## src/rtl/regfile_operand_fetch.sv

```systemverilog
// ---------------------------------------------------------------------------
// regfile_operand_fetch
//
// Purpose:
//   Operand-fetch stage that sits on the initiator side of a 2-read/2-write
//   register file. It accepts one decoded instruction at a time, issues up to
//   two source reads, captures the returned operands and offers them to the
//   execute stage over a valid/ready handshake. Two writeback channels are
//   forwarded straight to the register-file write ports. A per-register
//   pending scoreboard stalls issue on RAW and WAW hazards.
//
// Optional feature:
//   REGFILE_BYPASS_EN - when defined, a pending source that matches a
//   same-cycle writeback is not a hazard. The writeback data is captured at
//   accept and used in place of the register-file read data. When both
//   channels match, channel 1 wins.
//
// Ports:
//   clk, rst               clock (rising edge), asynchronous active-low reset
//   in_valid/in_ready      instruction handshake (in_ready is combinational)
//   in_rs0/in_rs1/in_use   source addresses and their used flags
//   in_rd/in_rd_we         destination register and its write flag
//   op_valid/op_ready      operand handshake toward execute
//   op_a/op_b              operand values, 0 for an unused source
//   op_rd/op_rd_we         destination passed through to execute
//   wb_valid/wb_addr*/wb_data*  writeback channels 0 and 1
//   rf_ra*/rf_read/rf_rd*  register-file read ports (data one cycle later)
//   rf_wa*/rf_wd*/rf_write register-file write ports
// ---------------------------------------------------------------------------
module regfile_operand_fetch #(
    parameter int addrsize = 5,
    parameter int regsnum  = 32
) (
    input  logic                clk,
    input  logic                rst,
    input  logic                in_valid,
    output logic                in_ready,
    input  logic [addrsize-1:0] in_rs0,
    input  logic [addrsize-1:0] in_rs1,
    input  logic [1:0]          in_use,
    input  logic [addrsize-1:0] in_rd,
    input  logic                in_rd_we,
    output logic                op_valid,
    input  logic                op_ready,
    output logic [31:0]         op_a,
    output logic [31:0]         op_b,
    output logic [addrsize-1:0] op_rd,
    output logic                op_rd_we,
    input  logic [1:0]          wb_valid,
    input  logic [addrsize-1:0] wb_addr0,
    input  logic [addrsize-1:0] wb_addr1,
    input  logic [31:0]         wb_data0,
    input  logic [31:0]         wb_data1,
    output logic [addrsize-1:0] rf_ra0,
    output logic [addrsize-1:0] rf_ra1,
    output logic [1:0]          rf_read,
    input  logic [31:0]         rf_rd0,
    input  logic [31:0]         rf_rd1,
    output logic [addrsize-1:0] rf_wa0,
    output logic [addrsize-1:0] rf_wa1,
    output logic [31:0]         rf_wd0,
    output logic [31:0]         rf_wd1,
    output logic [1:0]          rf_write
);

    typedef enum logic [1:0] {
        IDLE = 2'd0,
        READ = 2'd1,
        HOLD = 2'd2
    } state_t;

    state_t              state_q, state_d;
    logic [regsnum-1:0]  pend_q, pend_d;
    logic [1:0]          use_q;
    logic [addrsize-1:0] rd_q;
    logic                rdWe_q;
    logic [31:0]         opA_q, opB_q;

    logic                src0Haz, src1Haz, rdHaz, hazard;
    logic                slotFree, accept;
    logic [31:0]         src0Val, src1Val;

`ifdef REGFILE_BYPASS_EN
    logic                src0Hit, src1Hit;
    logic [31:0]         src0Fwd, src1Fwd;
    logic [1:0]          bypHit_q;
    logic [31:0]         bypData0_q, bypData1_q;

    // A source matching a live writeback channel can take that data directly.
    // Channel 1 is checked last so it wins when both channels match, which
    // mirrors what the register file itself ends up storing.
    always_comb begin
        src0Hit = 1'b0;
        src0Fwd = 32'd0;
        src1Hit = 1'b0;
        src1Fwd = 32'd0;
        if (wb_valid[0] && (wb_addr0 == in_rs0)) begin
            src0Hit = 1'b1;
            src0Fwd = wb_data0;
        end
        if (wb_valid[1] && (wb_addr1 == in_rs0)) begin
            src0Hit = 1'b1;
            src0Fwd = wb_data1;
        end
        if (wb_valid[0] && (wb_addr0 == in_rs1)) begin
            src1Hit = 1'b1;
            src1Fwd = wb_data0;
        end
        if (wb_valid[1] && (wb_addr1 == in_rs1)) begin
            src1Hit = 1'b1;
            src1Fwd = wb_data1;
        end
    end

    assign src0Haz = in_use[0] & pend_q[in_rs0] & ~src0Hit;
    assign src1Haz = in_use[1] & pend_q[in_rs1] & ~src1Hit;

    // Forwarded data is captured at accept, because the writeback is gone by
    // the time the READ cycle comes around.
    always_ff @(posedge clk or negedge rst) begin
        if (!rst) begin
            bypHit_q   <= 2'b00;
            bypData0_q <= 32'd0;
            bypData1_q <= 32'd0;
        end else if (accept) begin
            bypHit_q   <= {src1Hit, src0Hit};
            bypData0_q <= src0Fwd;
            bypData1_q <= src1Fwd;
        end
    end

    assign src0Val = bypHit_q[0] ? bypData0_q : rf_rd0;
    assign src1Val = bypHit_q[1] ? bypData1_q : rf_rd1;
`else
    assign src0Haz = in_use[0] & pend_q[in_rs0];
    assign src1Haz = in_use[1] & pend_q[in_rs1];
    assign src0Val = rf_rd0;
    assign src1Val = rf_rd1;
`endif

    // The destination check guards WAW: a second writer to a pending
    // register would let the older writeback clear the newer pend bit.
    assign rdHaz  = in_rd_we & pend_q[in_rd];
    assign hazard = src0Haz | src1Haz | rdHaz;

    // A new instruction fits when the stage is empty or the held operands
    // are leaving this very cycle. rst gates it so nothing issues in reset.
    assign slotFree = (state_q == IDLE) || ((state_q == HOLD) && op_ready);
    assign in_ready = rst & ~hazard & slotFree;
    assign accept   = in_valid & in_ready;

    // Reads are launched in the accept cycle so the registered data lines up
    // with the READ state one cycle later.
    assign rf_ra0  = in_rs0;
    assign rf_ra1  = in_rs1;
    assign rf_read = accept ? in_use : 2'b00;

    // Writeback pass-through; suppressed while reset is held.
    assign rf_wa0   = wb_addr0;
    assign rf_wa1   = wb_addr1;
    assign rf_wd0   = wb_data0;
    assign rf_wd1   = wb_data1;
    assign rf_write = rst ? wb_valid : 2'b00;

    // Next-state logic for the IDLE -> READ -> HOLD handshake loop.
    always_comb begin
        state_d = state_q;
        case (state_q)
            IDLE: begin
                if (accept) begin
                    state_d = READ;
                end
            end
            READ: begin
                state_d = HOLD;
            end
            HOLD: begin
                if (op_ready) begin
                    state_d = accept ? READ : IDLE;
                end
            end
            default: begin
                state_d = IDLE;
            end
        endcase
    end

    // Scoreboard next value. Clears are applied before the set so that a
    // fresh writer always leaves its destination marked pending.
    always_comb begin
        pend_d = pend_q;
        if (wb_valid[0]) begin
            pend_d[wb_addr0] = 1'b0;
        end
        if (wb_valid[1]) begin
            pend_d[wb_addr1] = 1'b0;
        end
        if (accept && in_rd_we) begin
            pend_d[in_rd] = 1'b1;
        end
    end

    // State and scoreboard registers.
    always_ff @(posedge clk or negedge rst) begin
        if (!rst) begin
            state_q <= IDLE;
            pend_q  <= '0;
        end else begin
            state_q <= state_d;
            pend_q  <= pend_d;
        end
    end

    // Instruction fields are latched at accept; the operands are captured in
    // READ and then held untouched for the whole HOLD period.
    always_ff @(posedge clk or negedge rst) begin
        if (!rst) begin
            use_q  <= 2'b00;
            rd_q   <= '0;
            rdWe_q <= 1'b0;
            opA_q  <= 32'd0;
            opB_q  <= 32'd0;
        end else begin
            if (accept) begin
                use_q  <= in_use;
                rd_q   <= in_rd;
                rdWe_q <= in_rd_we;
            end
            if (state_q == READ) begin
                opA_q <= use_q[0] ? src0Val : 32'd0;
                opB_q <= use_q[1] ? src1Val : 32'd0;
            end
        end
    end

    assign op_valid = (state_q == HOLD);
    assign op_a     = opA_q;
    assign op_b     = opB_q;
    assign op_rd    = rd_q;
    assign op_rd_we = rdWe_q;

endmodule

```

## config.mk

```make
export PLATFORM = sky130hd
export DESIGN_NAME = regfile_operand_fetch
export DESIGN_NICKNAME = d
export VERILOG_FILES = /design/src/rtl/regfile_operand_fetch.sv
export SDC_FILE = /design/constraint.sdc
export NUM_CORES = 1
export LEC_CHECK = 0
export BUFFER_PORTS_ARGS = -buffer_cell sky130_fd_sc_hd__clkbuf_2
export CORE_AREA = 4 4 122 124
export CTS_BUF_LIST = sky130_fd_sc_hd__clkbuf_8
export CTS_CLUSTER_DIAMETER = 120
export CTS_CLUSTER_SIZE = 20
export DETAILED_ROUTE_END_ITERATION = 6
export DIE_AREA = 0 0 126 128
export PLACE_DENSITY_LB_ADDON = 0.15
export SYNTH_ARGS = -nofsm -noshare
export SYNTH_HDL_FRONTEND = slang
export SYNTH_SLANG_ARGS = --single-unit
```

## constraint.sdc

```tcl
create_clock -name clk -period 5.9 [get_ports clk]
set_input_delay 0.295 -clock clk [delete_from_list [all_inputs] [get_ports clk]]
set_output_delay 0.295 -clock clk [all_outputs]
set_load 0.01 [all_outputs]
```

==> results of run 1 <==
==> cell type report <==
type	instances	area, um2	area share, %
Multi-Input combinational cell	418	2680	39.7
Sequential cell	106	2650	39.3
Timing Repair Buffer	195	986	14.6
Tap cell	180	225	3.34
Clock buffer	10	138	2.04
Clock inverter	6	51.3	0.761
Inverter	3	11.3	0.167
==> where the power goes <==
group,switching [mW],total (mW),internal [mW]
sequential,0.148,1.06,0.909
combinational,0.361,0.625,0.264
clock,0.265,0.436,0.171
total,0.774,2.12,1.34
==> cells in the final DEF, fill, tap and decap left out, drive strengths merged, types with 2 or more instances in the layout <==
cell      n
mux4     17
dfrtp   106
o21ai    66
a22oi    32
buf       2
and3b     4
nand3     3
inv       6
and2      5
a211o     2
nand2   169
nor3      4
or3b      4
mux2      8
clkinv    2
clkbuf  202
and3      4
mux2i    18
o31ai    33
nor3b     8
nor2b     3
nand2b    4
a31oi     3
nor2      9
o22ai     5
nand3b    7
==> state kept, by name, indices dropped and copies added, names as in the netlist <==
signal,cells
op_rd_we,1
pend_q,32
op_b,32
use_q,2
state_q,2
op_a,32
op_rd,5
==> cell families after synthesis <==
logic type | Yosys count | share of synthesized area [%]
compound gates | 148 | 16.3
buf+inv | 130 | 13.6
flops | 106 | 43.1
mux | 43 | 10.6
simple gates | 227 | 16.5
==> per-layer routing <==
metal	global-route usage [%]	vias to the layer above	routed length, um
met3	4.92	60	1520
met4	8.52	0	599
met1	27.8	2440	7220
li1	-	2358	-
met2	34.0	271	8300
met5	0	-	0
==> metrics by stage <==
| stage | instance area (um2) | power, mW | utilization (%) | hold WS [ns] |
|---|---|---|---|---|
| floorplan | 6160 | 1.43 | - | -0.000591 |
| global placement | 6550 | 1.69 | 47.5 | 0.393 |
| detailed placement | 6550 | 1.71 | 47.5 | 0.404 |
| CTS | 6740 | 2.15 | 49.0 | 0.111 |
| global route | 6740 | 2.26 | 49.0 | 0.130 |
| finish | 6740 | 2.12 | 49.0 | 0.128 |
==> how the worst max path moves through the flow <==
stage	end
finish	rf_read[0]
detailed placement	rf_read[0]
CTS	rf_read[0]
global placement	rf_read[1]
global route	rf_read[0]
floorplan	rf_read[0]
==> tightest hold or removal path, delay by kind of cell <==
family / cells / cell delay [ns]
AO/OA/AOI/OAI: 1 / 0.06
buffers and inverters: 1 / 0.08
AND/OR/NAND/NOR: 1 / 0.05
==> timing repair <==
item,CTS,global route
hold buffers,1,0
endpoints found under the hold margin,52,0
gates resized for setup,0,0
==> results.json, run 1 <==
{
  "status": "complete, no violations",
  "start_util_pct": 44.7,
  "start_kind": "flip-flop",
  "synth_top_area_share_pct": 43.1,
  "period_share_pct": 68.2,
  "critPathTopFamily": "simple AND/OR/NAND/NOR gates",
  "path_depth": 8,
  "routed_wl_um": 17600,
  "clock.fmax_mhz": 249,
  "avgSynthCellArea_um2": 9.42,
  "cts_buffers": 9,
  "crit_chain": "mux4_2 -> nor2b_1 -> a211o_1 -> a221oi_1 -> nand3_2 -> inv_1 -> and2_1 -> clkbuf_2",
  "synth_nets": 816,
  "die_area_um2": 16100,
  "fin_worst_skew_ns": 0.0126,
  "hold_start": "rf_rd1[18]",
  "drcViolationCount": 0,
  "core_area_um2": 13800,
  "area_growth_pct": 9.49,
  "worst_pin_slew_ns": 1.08,
  "cp-startpoint": "pend_q[26]",
  "place.gp.congestion": 0.885,
  "worstPathArrival_ns": 3.73,
  "rsz0062_at_grt": "no",
  "setup_ws_ns": 1.88,
  "path_buf_inv": 2,
  "instances_no_fill": 918,
  "drive_above_1_share_pct": 33.9,
  "root_buffer": "clkbuf_8",
  "synth_seq_cells": 106,
  "whs_endpoint": "op_b[18]",
  "grt_pass1_wl_um": 27200,
  "slowest_stage": "nand3_2",
  "cts_tree": "built",
  "grt_pass1_vias": 4970,
  "ys_seq_area_share_pct": 43.1,
  "vias_per_cell": 5.59,
  "grt_max_degree": 130,
  "drt_first_iter_violations": 392,
  "critPathKind": "flip-flop to primary output",
  "relSlewSlack_pct": 28.0,
  "grt_usage_pct": 21.1,
  "clock-sinks": 106,
  "ys.flop_type": "dfrtp_1",
  "synth-edff-count": 0,
  "worstRegToRegCells": 7,
  "synth_area_um2": 6160,
  "final-setup-viol-count": 0,
  "ys_async_sr_fraction_pct": 100,
  "dr.pass1.iters": 5,
  "portBuffers": 193,
  "dp_hpwl_um": 13500,
  "antennaDiodeCount": 0,
  "powerDensity_nw_per_um2": 314,
  "r2r-end": "use_q[1]",
  "final-hold-violation-count": 0,
  "yosys-top-cells-area": "dfrtp_1 43%, nand2_1 10%, buf_4 10%, mux4_2 6.2%, o21ai_0 5.4%",
  "drv_slew": 0,
  "synth.distinct_cells": 41,
  "cpPeakStageDelay_ns": 0.82,
  "num_vias": 5129,
  "cts_setup_buffers": 0,
  "clock_latency_ns": 0.38,
  "cp.required_ns": 5.61,
  "yosys_warnings": 0,
  "yosysMostFrequentCell": "nand2_1",
  "die_w_um": 126,
  "num_io_pins": 322,
  "ant_nets": 0,
  "p_leak_nw": 3.24,
  "hp-class": "primary input to flip-flop",
  "clock_path_buffers": 2,
  "whs_path_depth": 3,
  "placed_cells": 901,
  "grt_antenna_before_repair": 0,
  "min_period_ns": 4.02,
  "r2r_start": "pend_q[26]",
  "dp_slack_ns": 1.98,
  "fillers": 1334,
  "nNetsFinal": 895,
  "endpoint_kind": "primary output",
  "cp_max_fo": 39,
  "post_drt_wl_per_cell_um": 19.2,
  "die_h_um": 128,
  "synth_top_cell_by_area": "dfrtp_1",
  "synth_cells": 654,
  "irDropWorstVdd_mv": 0.145,
  "rows": 43,
  "finalSetupTns_ns": 0,
  "maxCapViolCount": 0,
  "htreeDepth": 3,
  "r2r_setup_slack_ns": 2.38,
  "path_clk_slew_ns": 0.11,
  "grt_overflow": 0,
  "netlist_top_cells_count": "169 x nand2_1, 106 x dfrtp_1, 84 x buf_4"
}
(Power assumes the default switching activity.)
==> run 2, diff against run 1 <==
CORE_AREA = 4 4 123 125   (was 4 4 122 124)
DIE_AREA = 0 0 127 129   (was 0 0 126 128)
clock period = 4 ns   (was 5.9 ns; I/O delays follow)
==> results.json, run 2 (same netlist as run 1, synthesis figures left out) <==
{
  "r2r-end": "use_q[0]",
  "crit_path_end": "rf_read[0]",
  "cpPeakStageDelay_ns": 0.54,
  "irDropWorstVdd_mv": 0.189,
  "grt_usage_pct": 21.3,
  "cts-resized-gates": 0,
  "comb_power_share_pct": 30.0,
  "netSwitchingFraction_pct": 36.2,
  "fin_hold_ws_ns": 0.0340,
  "cts_buffers": 9,
  "r2r_setup_slack_ns": 1.10,
  "die_h_um": 129,
  "grt_max_degree": 130,
  "rsz0062_at_grt": "no",
  "start_kind": "flip-flop",
  "grt_pass1_vias": 4925,
  "dp_hpwl_um": 13500,
  "clock_path_buffers": 2,
  "dp_slack_ns": 0.888,
  "powerDensity_nw_per_um2": 455,
  "drive_above_1_share_pct": 33.9,
  "holdBufCountCts": 1,
  "num_vias": 5114,
  "internal_power_mw": 1.95,
  "most-common-layout-cells": "192 x clkbuf_2, 169 x nand2_1, 106 x dfrtp_1, 66 x o21ai_0, 32 x a22oi_1",
  "drcViolationCount": 0,
  "rows": 43,
  "place.gp.congestion": 0.881,
  "hp-class": "primary input to flip-flop",
  "hold_start": "op_ready",
  "multi_input_area_um2": 2680,
  "p_leak_nw": 3.24,
  "maxCapViolCount": 0,
  "grt_pass1_wl_um": 27300,
  "start_util_pct": 44.4,
  "relSlewSlack_pct": 27.8,
  "final_util_pct": 48.5,
  "drv_slew": 0,
  "cp_max_fo": 39,
  "pwr-share-seq_pct": 51.0,
  "portBuffers": 193,
  "final_common_cell": "clkbuf_2",
  "finalSetupTns_ns": 0,
  "power_frac_clock_pct": 19.0,
  "cts_tree": "built",
  "die_area_um2": 16400,
  "routed_wl_um": 17700,
  "crit_chain": "mux4_2 -> nor2b_1 -> a211o_1 -> a221oi_1 -> nand3_2 -> buf_4 -> inv_1 -> and2_1 -> clkbuf_2",
  "path_clk_slew_ns": 0.09,
  "final-hold-violation-count": 0,
  "drt_first_iter_violations": 428,
  "ant_nets": 0,
  "cp-startpoint": "pend_q[26]",
  "num_io_pins": 322,
  "root_buffer": "clkbuf_8",
  "period_share_pct": 82.6,
  "worst_pin_slew_ns": 1.08,
  "r2r_start": "pend_q[26]",
  "fin_worst_skew_ns": 0.0106,
  "dr.pass1.iters": 5,
  "fillers": 1342,
  "nNetsFinal": 897,
  "clock_latency_ns": 0.37,
  "antennaDiodeCount": 0,
  "vias_per_cell": 5.57,
  "final-setup-viol-count": 0,
  "core_area_um2": 13900,
  "area_growth_pct": 9.20,
  "endpoint_kind": "primary output",
  "worstRegToRegCells": 8,
  "status": "complete, no violations",
  "critPathKind": "flip-flop to primary output",
  "htreeDepth": 3,
  "grt_antenna_before_repair": 0,
  "die_w_um": 127,
  "p_sw_mw": 1.11,
  "setup_ws_ns": 0.696,
  "grt_overflow": 0,
  "slowest_stage": "a221oi_1",
  "post_drt_wl_per_cell_um": 19.3,
  "cts_setup_buffers": 0,
  "clock-sinks": 106,
  "clock.fmax_mhz": 303,
  "cp.required_ns": 3.80,
  "min_period_ns": 3.30,
  "worstPathArrival_ns": 3.10,
  "seq_area_um2": 2650
}
-- run 2: cell count changes in the layout (fill, tap and decap cells not counted) --
cell	delta
buf_4	+2
clkinv_4	-2
inv_8	-2
clkbuf_8	-1
clkinv_2	+1
clkinvlp_4	+1
inv_6	+1
-- run 2: power by group through the flow --
stage          combinational (mW)  sequential, mW  clock, mW
2_1_floorplan               0.493            1.62          0
3_3_place_gp                0.914            1.57          0
3_5_place_dp                0.933            1.58          0
4_1_cts                     0.936            1.56      0.602
5_1_grt                      1.03            1.60      0.647
6_report                    0.918            1.56      0.581
-- run 2: critical path, delay by kind of cell, from the launching register on --
| family | cells | cell delay (ns) |
|---|---|---|
| compound gates | 2 | 0.78 |
| buf+inv | 3 | 0.64 |
| mux | 1 | 0.48 |
| simple gates | 3 | 0.39 |
| flops | 1 | 0.44 |
-- run 2: worst min path at each step --
stage	end	slack, ns	cells past startpoint
2_1_floorplan	op_a[0]	-0.1	0
3_3_place_gp	op_a[9]	0.37	2
3_5_place_dp	op_a[9]	0.38	2
4_1_cts	state_q[1]	0.02	2
5_1_grt	op_b[15]	0.01	3
6_report	state_q[1]	0.03	2
-- run 2: final cells by class --
type | count | area share, %
multi-input cells | 418 | 39.8
inverters | 3 | 0.167
clock buffers | 9 | 1.84
repair buffers | 197 | 14.9
clock inverters | 5 | 0.484
flip-flops and latches | 106 | 39.4
well taps | 180 | 3.35
-- run 2: per-layer routing --
| metal | track usage (%) | part of all wire, % |
|---|---|---|
| met1 | 27.9 | 42 |
| met2 | 34.7 | 48 |
| met3 | 4.82 | 7.9 |
| met4 | 8.01 | 2.7 |
| met5 | 0 | 0 |
-- run 2: through the flow --
step | instance area (um2) | total power [mW] | instances
final | 6730 | 3.06 | 918
after global placement | 6560 | 2.49 | 903
after floorplan | 6160 | 2.11 | 654
after detailed placement | 6560 | 2.52 | 903
after CTS | 6730 | 3.10 | 918
after global routing | 6730 | 3.28 | 918
==> run 3, diff against run 2 <==
ABC_AREA = 1   (was default)
CORE_AREA = 4 4 125 127   (was 4 4 123 125)
DIE_AREA = 0 0 129 131   (was 0 0 127 129)
clock period = 3.25 ns   (was 4 ns; I/O delays follow)
==> results.json, run 3 <==
{
  "final-setup-viol-count": 0,
  "cts_tree": "built",
  "synth_top_cell_by_area": "dfrtp_1",
  "root_buffer": "clkbuf_8",
  "clock_path_buffers": 2,
  "p_leak_nw": 3.87,
  "dp_hpwl_um": 14700,
  "cts-resized-gates": 0,
  "min_period_ns": 2.69,
  "use_met1_pct": 31.8,
  "start_util_pct": 44.4,
  "core_area_um2": 14400,
  "nNetsFinal": 1176,
  "htreeDepth": 3,
  "place.gp.congestion": 0.893,
  "grt_antenna_before_repair": 0,
  "clock-sinks": 106,
  "fin_hold_ws_ns": 0.0138,
  "clock.fmax_mhz": 372,
  "period_share_pct": 82.6,
  "final_common_cell": "nand2_1",
  "grt_usage_pct": 23.2,
  "yosys_warnings": 0,
  "fin_worst_skew_ns": 0.00813,
  "ys.flop_type": "dfrtp_1",
  "num_io_pins": 322,
  "drive_above_1_share_pct": 21.4,
  "synth_nets": 1066,
  "area_growth_pct": 13.6,
  "yosys-top-cells-area": "dfrtp_1 41%, nand2_1 21%, buf_4 10%, nand3_1 7.1%, o21ai_0 5.5%",
  "start_kind": "flip-flop",
  "cts_setup_buffers": 0,
  "holdBufCountCts": 26,
  "ys_async_sr_fraction_pct": 100,
  "worstPathArrival_ns": 2.52,
  "synth_cells": 904,
  "routed_wl_um": 20500,
  "synth.distinct_cells": 19,
  "grt_pass1_vias": 5612,
  "clock_latency_ns": 0.39,
  "worst_pin_slew_ns": 1.14,
  "endpoint_kind": "primary output",
  "grt_pass1_wl_um": 30700,
  "maxCapViolCount": 0,
  "rsz0062_at_grt": "no",
  "irDropWorstVdd_mv": 0.261,
  "synth_top_area_share_pct": 41.4,
  "finalSetupTns_ns": 0,
  "cts_buffers": 9,
  "drt_first_iter_violations": 601,
  "yosysMostFrequentCell": "nand2_1",
  "ant_nets": 0,
  "synth_seq_cells": 106,
  "final-hold-violation-count": 0,
  "dr.pass1.iters": 5,
  "grt_max_degree": 130,
  "synth_area_um2": 6410,
  "netlist_top_cells_count": "357 x nand2_1, 106 x dfrtp_1, 91 x nand3_1",
  "most-common-layout-cells": "356 x nand2_1, 192 x clkbuf_2, 106 x dfrtp_1, 91 x nand3_1, 70 x o21ai_0",
  "hp-class": "primary input to flip-flop",
  "num_vias": 6251,
  "drv_slew": 0,
  "cp_max_fo": 22,
  "relSlewSlack_pct": 24.3,
  "rows": 44,
  "die_h_um": 131,
  "grt_use_met2_pct": 37.3,
  "die_w_um": 129,
  "use_met3_pct": 5.65,
  "top_usage_layer": "met2",
  "grt_overflow": 0,
  "avgSynthCellArea_um2": 7.09,
  "status": "complete, no violations",
  "fillers": 1476,
  "drcViolationCount": 0,
  "path_clk_slew_ns": 0.10,
  "cp.required_ns": 3.09,
  "post_drt_wl_per_cell_um": 17.0,
  "ys_seq_area_share_pct": 41.4,
  "vias_per_cell": 5.20,
  "critPathKind": "flip-flop to primary output",
  "antennaDiodeCount": 0,
  "portBuffers": 193,
  "powerDensity_nw_per_um2": 537,
  "power_mw": 3.91,
  "die_area_um2": 16900,
  "synth-edff-count": 0
}
==> run 3: cell types whose count changed in the layout (fill, tap and decap cells not counted), sizes merged, moves of 17 or more <==
cell	before	now
o31ai	33	0
a22oi	32	0
nand2	169	357
dlygate4sd3	1	27
o221ai	0	24
nor3	4	22
nor2	9	36
mux2i	18	0
mux4	17	0
inv	5	59
nand3	3	92
==> run 3: cell families after synthesis <==
logic type,share of synthesized area (%)
AOI/OAI and AO/OA,10.2
buffers and inverters,16.4
DFF,41.4
and+or+nand+nor,32.1
==> run 3: metrics by stage <==
step	setup WS (ns)	cell area, um2	utilization (%)	instances
after floorplan	1.53	6410	-	904
after global placement	0.709	6830	47.3	1160
after detailed placement	0.685	6830	47.3	1160
after CTS	0.546	7270	50.4	1202
after global routing	0.237	7280	50.5	1203
final	0.564	7280	50.5	1203
==> run 3: layer usage <==
metal,up-vias,wire [um]
li1,3064,-
met1,2853,8700
met2,293,9580
met3,41,1740
met4,0,435
met5,-,0
==> run 3: final timing paths <==
kind | depth (start not counted) | startpoint | slack (ns) | end
worst max register to register | 14 | pend_q[17] | 0.95 | op_rd[3]
worst max-delay path | 14 | pend_q[17] | 0.56 | rf_read[1]
min in group asynchronous | 3 | rst | 0.49 | op_a[5]
worst min register to register | 2 | op_rd[2] | 0.48 | op_rd[2]
max in group asynchronous | 3 | rst | 2.23 | pend_q[30]
worst min-delay path | 3 | rf_rd0[15] | 0.01 | op_a[15]
==> run 3: worst max-delay path, stage by stage (launching register included) <==
cell and delay, ns:
dfrtp_1 0.49, nand2_1 0.09, nand2_1 0.06, nand2_1 0.05, nand2_1 0.06, nand2_1 0.05
nand2_1 0.05, nor2_1 0.14, nand2_1 0.07, a21oi_1 0.16, nand3_2 0.12, nor2_4 0.42
nand2_1 0.16, inv_1 0.08, clkbuf_2 0.14
==> run 3: layout make-up <==
type                    instances  area, um2  area share [%]
clock inverters                 7       58.8           0.808
flip-flops and latches        106       2650            36.4
multi-input cells             616       2720            37.3
repair buffers                225       1290            17.7
clock buffers                   9        124            1.70
inverters                      56        210            2.89
well taps                     184        230            3.16
==> run 3: power breakdown <==
group | internal (mW) | total, mW | switching, mW
registers | 1.64 | 1.91 | 0.267
clock network | 0.293 | 0.794 | 0.501
logic | 0.482 | 1.20 | 0.723
